File: src/rtl/axi4_wr_slave_ep_if.sv
// AXI4 write-path channel bundle (AW, W, B) between a write master and slave.
interface axi4_wr_slave_ep_if #(
    parameter int ID_WIDTH   = 4,
    parameter int ADDR_WIDTH = 32,
    parameter int DATA_WIDTH = 64,
    parameter int USER_WIDTH = 1
);
    logic [ID_WIDTH-1:0]     aw_id;
    logic [ADDR_WIDTH-1:0]   aw_addr;
    logic [7:0]              aw_len;
    logic [2:0]              aw_size;
    logic [1:0]              aw_burst;
    logic                    aw_valid;
    logic                    aw_ready;

    logic [DATA_WIDTH-1:0]   w_data;
    logic [DATA_WIDTH/8-1:0] w_strb;
    logic                    w_last;
    logic                    w_valid;
    logic                    w_ready;

    logic [ID_WIDTH-1:0]     b_id;
    logic [1:0]              b_resp;
    logic [USER_WIDTH-1:0]   b_user;
    logic                    b_valid;
    logic                    b_ready;

    modport master (
        output aw_id, aw_addr, aw_len, aw_size, aw_burst, aw_valid,
        input  aw_ready,
        output w_data, w_strb, w_last, w_valid,
        input  w_ready,
        input  b_id, b_resp, b_user, b_valid,
        output b_ready
    );

    modport slave (
        input  aw_id, aw_addr, aw_len, aw_size, aw_burst, aw_valid,
        output aw_ready,
        input  w_data, w_strb, w_last, w_valid,
        output w_ready,
        output b_id, b_resp, b_user, b_valid,
        input  b_ready
    );
endinterface

File: src/rtl/axi4_wr_slave_ep.sv
// AXI4 write slave endpoint: queues AW, turns W beats into registered
// memory writes and returns one B response per burst.
module axi4_wr_slave_ep #(
    parameter int ID_WIDTH   = 4,
    parameter int ADDR_WIDTH = 32,
    parameter int DATA_WIDTH = 64,
    parameter int USER_WIDTH = 1,
    parameter int AW_DEPTH   = 4
) (
    input  logic                    aclk,
    input  logic                    arst,
    axi4_wr_slave_ep_if.slave       axi,
    output logic                    mem_we,
    output logic [ADDR_WIDTH-1:0]   mem_addr,
    output logic [DATA_WIDTH-1:0]   mem_wdata,
    output logic [DATA_WIDTH/8-1:0] mem_wstrb
);
    localparam int STRB_W   = DATA_WIDTH / 8;
    localparam int SIZE_MAX = $clog2(STRB_W);
    localparam int PTR_W    = $clog2(AW_DEPTH);
    localparam int ENT_W    = ID_WIDTH + ADDR_WIDTH + 8 + 3 + 2;

    localparam logic [1:0] ST_IDLE = 2'd0;
    localparam logic [1:0] ST_DATA = 2'd1;
    localparam logic [1:0] ST_RESP = 2'd2;

    localparam logic [1:0] BT_FIXED = 2'b00;
    localparam logic [1:0] BT_WRAP  = 2'b10;
    localparam logic [1:0] BT_RSVD  = 2'b11;

    localparam logic [ADDR_WIDTH-1:0] ALIGN_MASK = ~ADDR_WIDTH'(STRB_W - 1);

    logic [ENT_W-1:0]      q_mem [AW_DEPTH];
    logic [PTR_W-1:0]      wr_ptr;
    logic [PTR_W-1:0]      rd_ptr;
    logic [PTR_W:0]        count;
    logic                  full;
    logic                  push;
    logic                  pop;

    logic [ID_WIDTH-1:0]   h_id;
    logic [ADDR_WIDTH-1:0] h_addr;
    logic [7:0]            h_len;
    logic [2:0]            h_size;
    logic [1:0]            h_burst;
    logic                  pop_err;

    logic [1:0]            state;
    logic [ID_WIDTH-1:0]   cur_id;
    logic [ADDR_WIDTH-1:0] cur_addr;
    logic [7:0]            cur_len;
    logic [2:0]            cur_size;
    logic [1:0]            cur_burst;
    logic [7:0]            beat;
    logic                  err;

    logic [ADDR_WIDTH-1:0] step;
    logic [ADDR_WIDTH-1:0] wmask;
    logic [ADDR_WIDTH-1:0] incr_addr;
    logic [ADDR_WIDTH-1:0] next_addr;
    logic                  w_hs;
    logic                  at_end;

    logic                  mem_we_q;
    logic [ADDR_WIDTH-1:0] mem_addr_q;
    logic [DATA_WIDTH-1:0] mem_wdata_q;
    logic [STRB_W-1:0]     mem_wstrb_q;

    assign full = (count == (PTR_W + 1)'(AW_DEPTH));
    assign push = axi.aw_valid && axi.aw_ready;
    assign pop  = (state == ST_IDLE) && (count != '0);

    assign {h_id, h_addr, h_len, h_size, h_burst} = q_mem[rd_ptr];

    // Errors known at pop time suppress every memory write of the burst
    assign pop_err = (h_size > 3'(SIZE_MAX))
                   || (h_burst == BT_RSVD)
                   || ((h_burst == BT_WRAP)
                       && !(h_len inside {8'd1, 8'd3, 8'd7, 8'd15}));

    always_ff @(posedge aclk) begin
        if (push) begin
            q_mem[wr_ptr] <= {axi.aw_id, axi.aw_addr, axi.aw_len,
                              axi.aw_size, axi.aw_burst};
        end
    end

    always_ff @(posedge aclk) begin
        if (arst) begin
            wr_ptr <= '0;
            rd_ptr <= '0;
            count  <= '0;
        end else begin
            if (push) wr_ptr <= wr_ptr + PTR_W'(1);
            if (pop)  rd_ptr <= rd_ptr + PTR_W'(1);
            if (push && !pop)      count <= count + (PTR_W + 1)'(1);
            else if (pop && !push) count <= count - (PTR_W + 1)'(1);
        end
    end

    assign step      = ADDR_WIDTH'(1) << cur_size;
    assign wmask     = ((ADDR_WIDTH'(cur_len) + ADDR_WIDTH'(1)) << cur_size)
                     - ADDR_WIDTH'(1);
    assign incr_addr = cur_addr + step;

    always_comb begin
        next_addr = incr_addr;
        unique case (1'b1)
            (cur_burst == BT_FIXED): next_addr = cur_addr;
            (cur_burst == BT_WRAP):
                next_addr = (cur_addr & ~wmask) | (incr_addr & wmask);
            default: next_addr = incr_addr;
        endcase
    end

    assign w_hs   = (state == ST_DATA) && axi.w_valid;
    assign at_end = (beat == cur_len);

    always_ff @(posedge aclk) begin
        if (arst) begin
            state       <= ST_IDLE;
            cur_id      <= '0;
            cur_addr    <= '0;
            cur_len     <= '0;
            cur_size    <= '0;
            cur_burst   <= '0;
            beat        <= '0;
            err         <= 1'b0;
            mem_we_q    <= 1'b0;
            mem_addr_q  <= '0;
            mem_wdata_q <= '0;
            mem_wstrb_q <= '0;
        end else begin
            mem_we_q <= 1'b0;
            unique case (state)
                ST_IDLE: begin
                    if (pop) begin
                        cur_id    <= h_id;
                        cur_addr  <= h_addr;
                        cur_len   <= h_len;
                        cur_size  <= h_size;
                        cur_burst <= h_burst;
                        beat      <= '0;
                        err       <= pop_err;
                        state     <= ST_DATA;
                    end
                end
                ST_DATA: begin
                    if (w_hs) begin
                        mem_addr_q  <= cur_addr & ALIGN_MASK;
                        mem_wdata_q <= axi.w_data;
                        mem_wstrb_q <= axi.w_strb;
                        mem_we_q    <= !err;
                        cur_addr    <= next_addr;
                        beat        <= beat + 8'd1;
                        // Burst closes on whichever of WLAST or the length comes first
                        if (axi.w_last || at_end) begin
                            state <= ST_RESP;
                            if (axi.w_last != at_end) err <= 1'b1;
                        end
                    end
                end
                ST_RESP: begin
                    if (axi.b_ready) state <= ST_IDLE;
                end
                default: state <= ST_IDLE;
            endcase
        end
    end

    assign axi.aw_ready = !arst && !full;
    assign axi.w_ready  = !arst && (state == ST_DATA);
    assign axi.b_valid  = !arst && (state == ST_RESP);
    assign axi.b_id     = arst ? '0 : cur_id;
    assign axi.b_resp   = (!arst && err) ? 2'b10 : 2'b00;
    assign axi.b_user   = '0;

    assign mem_we    = !arst && mem_we_q;
    assign mem_addr  = arst ? '0 : mem_addr_q;
    assign mem_wdata = arst ? '0 : mem_wdata_q;
    assign mem_wstrb = arst ? '0 : mem_wstrb_q;
endmodule

File: src/flat_wrapper.sv
// flat-port wrapper written by rule: the top's interface ports become plain ports
module axi4_wr_slave_ep_flat 
#(
    parameter int ID_WIDTH   = 4,
    parameter int ADDR_WIDTH = 32,
    parameter int DATA_WIDTH = 64,
    parameter int USER_WIDTH = 1,
    parameter int AW_DEPTH   = 4
)
  (aclk, arst, mem_we, mem_addr, mem_wdata, mem_wstrb, axi_aw_id, axi_aw_addr, axi_aw_len, axi_aw_size, axi_aw_burst, axi_aw_valid, axi_aw_ready, axi_w_data, axi_w_strb, axi_w_last, axi_w_valid, axi_w_ready, axi_b_id, axi_b_resp, axi_b_user, axi_b_valid, axi_b_ready);
  axi4_wr_slave_ep_if #(.ID_WIDTH(ID_WIDTH), .ADDR_WIDTH(ADDR_WIDTH), .DATA_WIDTH(DATA_WIDTH), .USER_WIDTH(USER_WIDTH)) axi_i ();
  input  logic aclk;
  input  logic arst;
  output logic mem_we;
  output logic [ADDR_WIDTH-1:0] mem_addr;
  output logic [DATA_WIDTH-1:0] mem_wdata;
  output logic [DATA_WIDTH/8-1:0] mem_wstrb;
  input wire logic [$bits(axi_i.aw_id)-1:0] axi_aw_id;
  input wire logic [$bits(axi_i.aw_addr)-1:0] axi_aw_addr;
  input wire logic [$bits(axi_i.aw_len)-1:0] axi_aw_len;
  input wire logic [$bits(axi_i.aw_size)-1:0] axi_aw_size;
  input wire logic [$bits(axi_i.aw_burst)-1:0] axi_aw_burst;
  input wire logic [$bits(axi_i.aw_valid)-1:0] axi_aw_valid;
  output wire logic [$bits(axi_i.aw_ready)-1:0] axi_aw_ready;
  input wire logic [$bits(axi_i.w_data)-1:0] axi_w_data;
  input wire logic [$bits(axi_i.w_strb)-1:0] axi_w_strb;
  input wire logic [$bits(axi_i.w_last)-1:0] axi_w_last;
  input wire logic [$bits(axi_i.w_valid)-1:0] axi_w_valid;
  output wire logic [$bits(axi_i.w_ready)-1:0] axi_w_ready;
  output wire logic [$bits(axi_i.b_id)-1:0] axi_b_id;
  output wire logic [$bits(axi_i.b_resp)-1:0] axi_b_resp;
  output wire logic [$bits(axi_i.b_user)-1:0] axi_b_user;
  output wire logic [$bits(axi_i.b_valid)-1:0] axi_b_valid;
  input wire logic [$bits(axi_i.b_ready)-1:0] axi_b_ready;
  assign axi_i.aw_id = axi_aw_id;
  assign axi_i.aw_addr = axi_aw_addr;
  assign axi_i.aw_len = axi_aw_len;
  assign axi_i.aw_size = axi_aw_size;
  assign axi_i.aw_burst = axi_aw_burst;
  assign axi_i.aw_valid = axi_aw_valid;
  assign axi_aw_ready = axi_i.aw_ready;
  assign axi_i.w_data = axi_w_data;
  assign axi_i.w_strb = axi_w_strb;
  assign axi_i.w_last = axi_w_last;
  assign axi_i.w_valid = axi_w_valid;
  assign axi_w_ready = axi_i.w_ready;
  assign axi_b_id = axi_i.b_id;
  assign axi_b_resp = axi_i.b_resp;
  assign axi_b_user = axi_i.b_user;
  assign axi_b_valid = axi_i.b_valid;
  assign axi_i.b_ready = axi_b_ready;
  axi4_wr_slave_ep #(.ID_WIDTH(ID_WIDTH), .ADDR_WIDTH(ADDR_WIDTH), .DATA_WIDTH(DATA_WIDTH), .USER_WIDTH(USER_WIDTH), .AW_DEPTH(AW_DEPTH)) u_core (.aclk(aclk), .arst(arst), .axi(axi_i), .mem_we(mem_we), .mem_addr(mem_addr), .mem_wdata(mem_wdata), .mem_wstrb(mem_wstrb));
endmodule
File: config.mk
export PLATFORM = sky130hd
export DESIGN_NAME = axi4_wr_slave_ep_flat
export DESIGN_NICKNAME = d
export VERILOG_FILES = /design/src/rtl/axi4_wr_slave_ep_if.sv /design/src/rtl/axi4_wr_slave_ep.sv /design/src/flat_wrapper.sv
export SDC_FILE = /design/constraint.sdc
export NUM_CORES = 1
export LEC_CHECK = 0
export ABC_AREA = 1
export BUFFER_PORTS_ARGS = -buffer_cell sky130_fd_sc_hd__buf_2
export CAP_MARGIN = 15
export CORE_ASPECT_RATIO = 0.5
export CORE_UTILIZATION = 55
export DETAILED_ROUTE_END_ITERATION = 6
export PLACE_DENSITY = 0.75
export SLEW_MARGIN = 10
export SYNTH_ARGS = -nofsm -noshare
export SYNTH_HDL_FRONTEND = slang
export SYNTH_SLANG_ARGS = --single-unit
File: constraint.sdc
create_clock -name aclk -period 6.25 [get_ports aclk]
set_input_delay 1.25 -clock aclk [delete_from_list [all_inputs] [get_ports aclk]]
set_output_delay 1.25 -clock aclk [all_outputs]
set_load 0.01 [all_outputs]
## Word-level counts from Yosys, hierarchy flattened

Memories as Yosys holds them, arrays and structs flattened. A register that Yosys moved wholly into a read port is not among the register bits.
Cells that the tools add are included.

| operators by class | value |
|---|---|
| $add $sub $neg | 8 |
| magnitude comparators | 1 |
| equality and inequality tests | 18 |
| shifts and indexed selects | 2 |
| multiplexer cells | 28 |
| bitwise logic cells | 6 |
| reductions and logical operators | 33 |

Operators with widths:

| kind | count |
|---|---|
| one-hot mux 32 bit (2 select lines) | 2 |
| two-way mux 32 bit | 3 |
| AND 32 bit | 2 |
| two-way mux 64 bit | 1 |
| adder 32 bit | 1 |
| NOT 32 bit | 1 |
| OR 32 bit | 1 |
| << shifter 1 x 3 -> 32 bit (first input constant) | 1 |
| << shifter 32 x 3 -> 32 bit | 1 |
| subtractor 32 x 1 -> 32 bit (second input constant) | 1 |
| two-way mux 8 bit | 3 |
| one-hot mux 8 bit (2 select lines) | 1 |
| two-way mux 2 bit | 7 |
| logical AND 1 bit | 11 |
| adder 8 x 1 -> 9 bit (second input constant) | 1 |
| adder 8 x 1 -> 8 bit (second input constant) | 1 |
| == test 2 bit (second input constant) | 4 |
| == test 8 x 1 -> 1 bit (second input constant) | 1 |
| == test 8 x 2 -> 1 bit (second input constant) | 1 |
| == test 8 x 3 -> 1 bit (second input constant) | 1 |
| == test 8 x 4 -> 1 bit (second input constant) | 1 |
| == test 8 bit | 1 |
| inequality test 2 x 1 -> 1 bit (second input constant) | 4 |
| AND reduction 4 bit | 2 |
| other kinds (24) | 43 |

| storage, ports and cells | value |
|---|---|
| flip-flop bits (word level) | 169 |
| bits in writable memories | 196 |
| input bits | 127 |
| output and inout port bits | 115 |
| word-level logic and storage cells | 112 |
| memories kept | 1 |

Memory list:

| name | words | width | read ports | clocked after memory_dff | write ports | RTL line | RTL |
|---|---|---|---|---|---|---|---|
| u_core.q_mem | 4 | 49 | 1 | 1 | 1 | axi4_wr_slave_ep.sv:33 | `logic [ENT_W-1:0] q_mem [AW_DEPTH];` |

## Depth between registers and ports, before layout

| depth | value |
|---|---|
| depth in word-level cells | 9 |
| gate-level depth with buffers | 21 |
| gate-level depth less buffers | 20 |

## Worst setup path after synthesis

Ideal clock, no wire load.

| timing path | value |
|---|---|
| path kind | input to register |
| start | in arst |
| end | mem u_core.q_mem[0][0] (netlist name) (enable) |
| library setup time | 0.456 ns |
| arrival | 3.851 ns |
| data required time | 5.794 ns |
| setup slack | 1.943 ns |
| cell stages on the path | 3 |
| buffers on the path | 0 |
| cell sequence | a31oi_1 > nand2_1 > nor2_1 |

| on the way | value |
|---|---|
| word-level cells in the longest chain between the ends | 5 |

Ends and longest elaborated chain:

| element | RTL line | RTL |
|---|---|---|
| from (decl) | flat_wrapper.sv:13 | `input logic arst;` |
| zero test 1 bit | axi4_wr_slave_ep.sv:171 | `assign axi.aw_ready = !arst && !full;` |
| logical AND 1 bit | axi4_wr_slave_ep.sv:171 |  |
| logical AND 1 bit | axi4_wr_slave_ep.sv:70 | `assign push = axi.aw_valid && axi.aw_ready;` |
| two-way mux 1 bit | axi4_wr_slave_ep.sv:82 | `if (push) begin` |
| two-way mux 1 bit (implied by the code) | axi4_wr_slave_ep.sv:83 | `q_mem[wr_ptr] <= {axi.aw_id, axi.aw_addr, axi.aw_len,` |
| to (decl) | axi4_wr_slave_ep.sv:33 |  |

Every way passes these cells.

## Worst setup path in the final report

| timing path | value |
|---|---|
| start | in arst |
| end | out mem_addr[30] |

| on the way | value |
|---|---|
| word-level cells in the longest chain between the ends | 1 |

Ends and longest elaborated chain:

| element | RTL line | RTL |
|---|---|---|
| two-way mux 32 bit | axi4_wr_slave_ep.sv:179 | `assign mem_addr = arst ? '0 : mem_addr_q;` |
| to (decl) | flat_wrapper.sv:15 | `output logic [ADDR_WIDTH-1:0] mem_addr;` |

Every way passes these cells.

==> impl_metrics.ini <==
[clock_tree]
cts_resized = 0
clockRootBuffer = clkbuf_16
cts_tree = built
postCtsSetupBuffers = 0
htreeDepth = 1
cts_buffer_depth = 3
insertion_delay_ps = 600
cts_hold_buf = 0
clk_transition_reported_paths_ps = 60
clkSinkCount = 367
numCtsBuffers = 31

[global_routing]
grt.total_usage_pct = 26.8
grt.overflow.total = 0
grt_pass1_wl_um = 65100
grt_antenna_before_repair = 3
grt_pass1_vias = 12100
grt_max_degree = 114

[placed_design]
gp_congestion = 0.949
port_buffers = 236
dp_hpwl_um = 28900
pre_cts_slack_ps = 2130

[critical_path]
critical_path.cell_chain = buf_4, buf_4, nor2_1, buf_2
crit_path_end_kind = output pin
worst_setup_path_start_kind = input pin
setup.worst_path.class = input pin to output pin
cp.required_ps = 5000
cp_max_fo = 80
slowest_stage = buf_4
cp.arrival_ps = 2870
crit_path_frequent_cell = buf_4
cpPeakStageDelay_ps = 620

[cells_and_area]
area_delta_synth_final_pct = 14.8
final_cell_mix = 264 x nor2_1, 243 x o21ai_0, 242 x nand2_1, 235 x buf_2, 211 x inv_1
drive_gt1_share_pct = 17.1
final_common_cell = nor2_1
layout.nets = 2240
nFillCells = 2493

[run_status]
status = finished clean

[detailed_routing]
routedWlPerCell_um = 16.8
wirelength_um = 42300
ant_nets = 0
vias = 13700
viasPerCell = 5.45
drt_iter0_markers = 1212
drc_errors = 0
firstDrtPassIters = 7

[die]
rows = 44
die_y_um = 125
initial_core_util_pct = 56.7
die_w_um = 248
ios = 242
core_um2 = 29400
dieArea_um2 = 31100

[sta]
min_period_ps = 4120
worst_pin_slew_ps = 1060
setup_viol = 0
fin_crit_sh_pct = 65.9
finalClockSkew_ps = 22.4
rsz0062_at_grt = false
fin_ws_ps = 2130
hold_ws_ps = 453
hold_viol_final = 0
relSlewSlack_pct = 29.5
maxSlewViolCount = 0
tns_ps = 0
max_freq_mhz = 243

[yosys]
ys_seq_area_share_pct = 55.8
yosysTopAreaCellShare_pct = 35.3
synth_cell_types = 52
synth_edf_count = 196
avgSynthCellArea_um2 = 8.72
synth_area_leader_cell = edfxtp_1
yosysWarningCount = 0
ys_ff_latch = 367
async_reset_ff_share_pct = 0
ys_top_cells_by_area = edfxtp_1 35%, dfxtp_1 21%, o21ai_0 7.3%, nor2_1 6.1%, nand2_1 5.4%
postSynthCellCount = 1911
syn_area_um2 = 16700
ys.flop_type = edfxtp_1

[power]
leakage_nw = 7.77
ir_drop_v = 0.000301
p_per_area_nw_per_um2 = 446
power_mw = 8.54

[hold_path]
hold_class = register to register

[flow_run]
max-cap-violations = 0
worst max-delay path: cells and delay by family:
| family | cells | cell delay (ps) |
|---|---|---|
| and+or+nand+nor | 1 | 130 |
| buffers and inverters | 3 | 1400 |
worst paths after layout:
kind                                        from                                   to  slack, ps  cells past startpoint
min          u_core.mem_wdata_q[12]$_SDFFE_PP0P_  u_core.mem_wdata_q[12]$_SDFFE_PP0P_        450                      2
max                                         arst                         mem_addr[30]       2130                      4
min reg2reg  u_core.mem_wdata_q[12]$_SDFFE_PP0P_  u_core.mem_wdata_q[12]$_SDFFE_PP0P_        450                      2
max reg2reg      u_core.cur_size[2]$_SDFFE_PP0P_                             register       2460                     16
registers in the layout, summed over array words and instances (netlist names), named ones only:
register,flops
u_core.beat,8
u_core.count,3
u_core.cur_burst,2
u_core.cur_id,4
u_core.cur_len,8
u_core.cur_size,3
u_core.err,1
u_core.mem_addr_q,29
u_core.mem_wdata_q,64
u_core.mem_we_q,1
u_core.mem_wstrb_q,8
u_core.q_mem,196
u_core.rd_ptr,2
u_core.state,2
u_core.wr_ptr,2
per-stage QoR:
| stage | utilization, % | cell area [um2] | instances |
|---|---|---|---|
| finish | 65.1 | 19100 | 2511 |
| global route | 65.1 | 19100 | 2511 |
| CTS | 65.1 | 19100 | 2509 |
| detailed placement | 61.6 | 18100 | 2451 |
| global placement | 61.6 | 18100 | 2451 |
| floorplan | - | 16700 | 1915 |
cells by family (layout without fill, tap and decap cells):
logic type               after synthesis  count (layout)  synth area share, %
AO/OA/AOI/OAI                        490             490                 15.9
XOR/XNOR                              24              24                 1.26
adder cells (fa/ha/maj)               20              20                 1.59
buffers and inverters                332             535                 7.69
flip-flops                           367             367                 55.8
other                                  1               7               0.0225
AND/OR/NAND/NOR                      677             677                 17.7
where the power goes:
group / switching, mW / total (mW) / internal [mW]
Clock: 0.894 / 1.98 / 1.09
Sequential: 0.283 / 3.20 / 2.92
Combinational: 2.31 / 3.36 / 1.05
Total: 3.48 / 8.54 / 5.06
synth_stat cells (all sizes together) (3+ instances only):
cell type  instances
nor2             279
nand2            257
o21ai            245
inv              218
edfxtp           196
dfxtp            171
a21oi            169
nand3             94
clkbuf            82
o22ai             37
buf               28
nor3              24
ha                18
xnor2             13
xor2              11
o221ai             8
nand4              7
nor3b              7
a211oi             6
a31oi              6
a32o               6
or2                5
clkinv             4
o211ai             3
per-layer routing:
| layer | wire, um | GRT usage (%) | part of all wire, % | vias up |
|---|---|---|---|---|
| li1 | - | - | - | 6786 |
| met1 | 19300 | 39.7 | 46 | 6303 |
| met2 | 18000 | 39.2 | 43 | 535 |
| met3 | 4250 | 6.87 | 10 | 52 |
| met4 | 696 | 5.95 | 1.6 | 2 |
| met5 | 20 | 0 | 0.047 | - |
layout make-up:
class / count / area (um2) / share of cell area [%]
Sequential cell: 367 / 9310 / 48.7
Tap cell: 391 / 489 / 2.56
Clock buffer: 40 / 850 / 4.44
Clock inverter: 18 / 183 / 0.955
Timing Repair Buffer: 255 / 1330 / 6.93
Antenna cell: 2 / 5.00 / 0.0262
Multi-Input combinational cell: 1216 / 6130 / 32.1
Inverter: 222 / 837 / 4.38
Power figures use the tool's default switching activity.
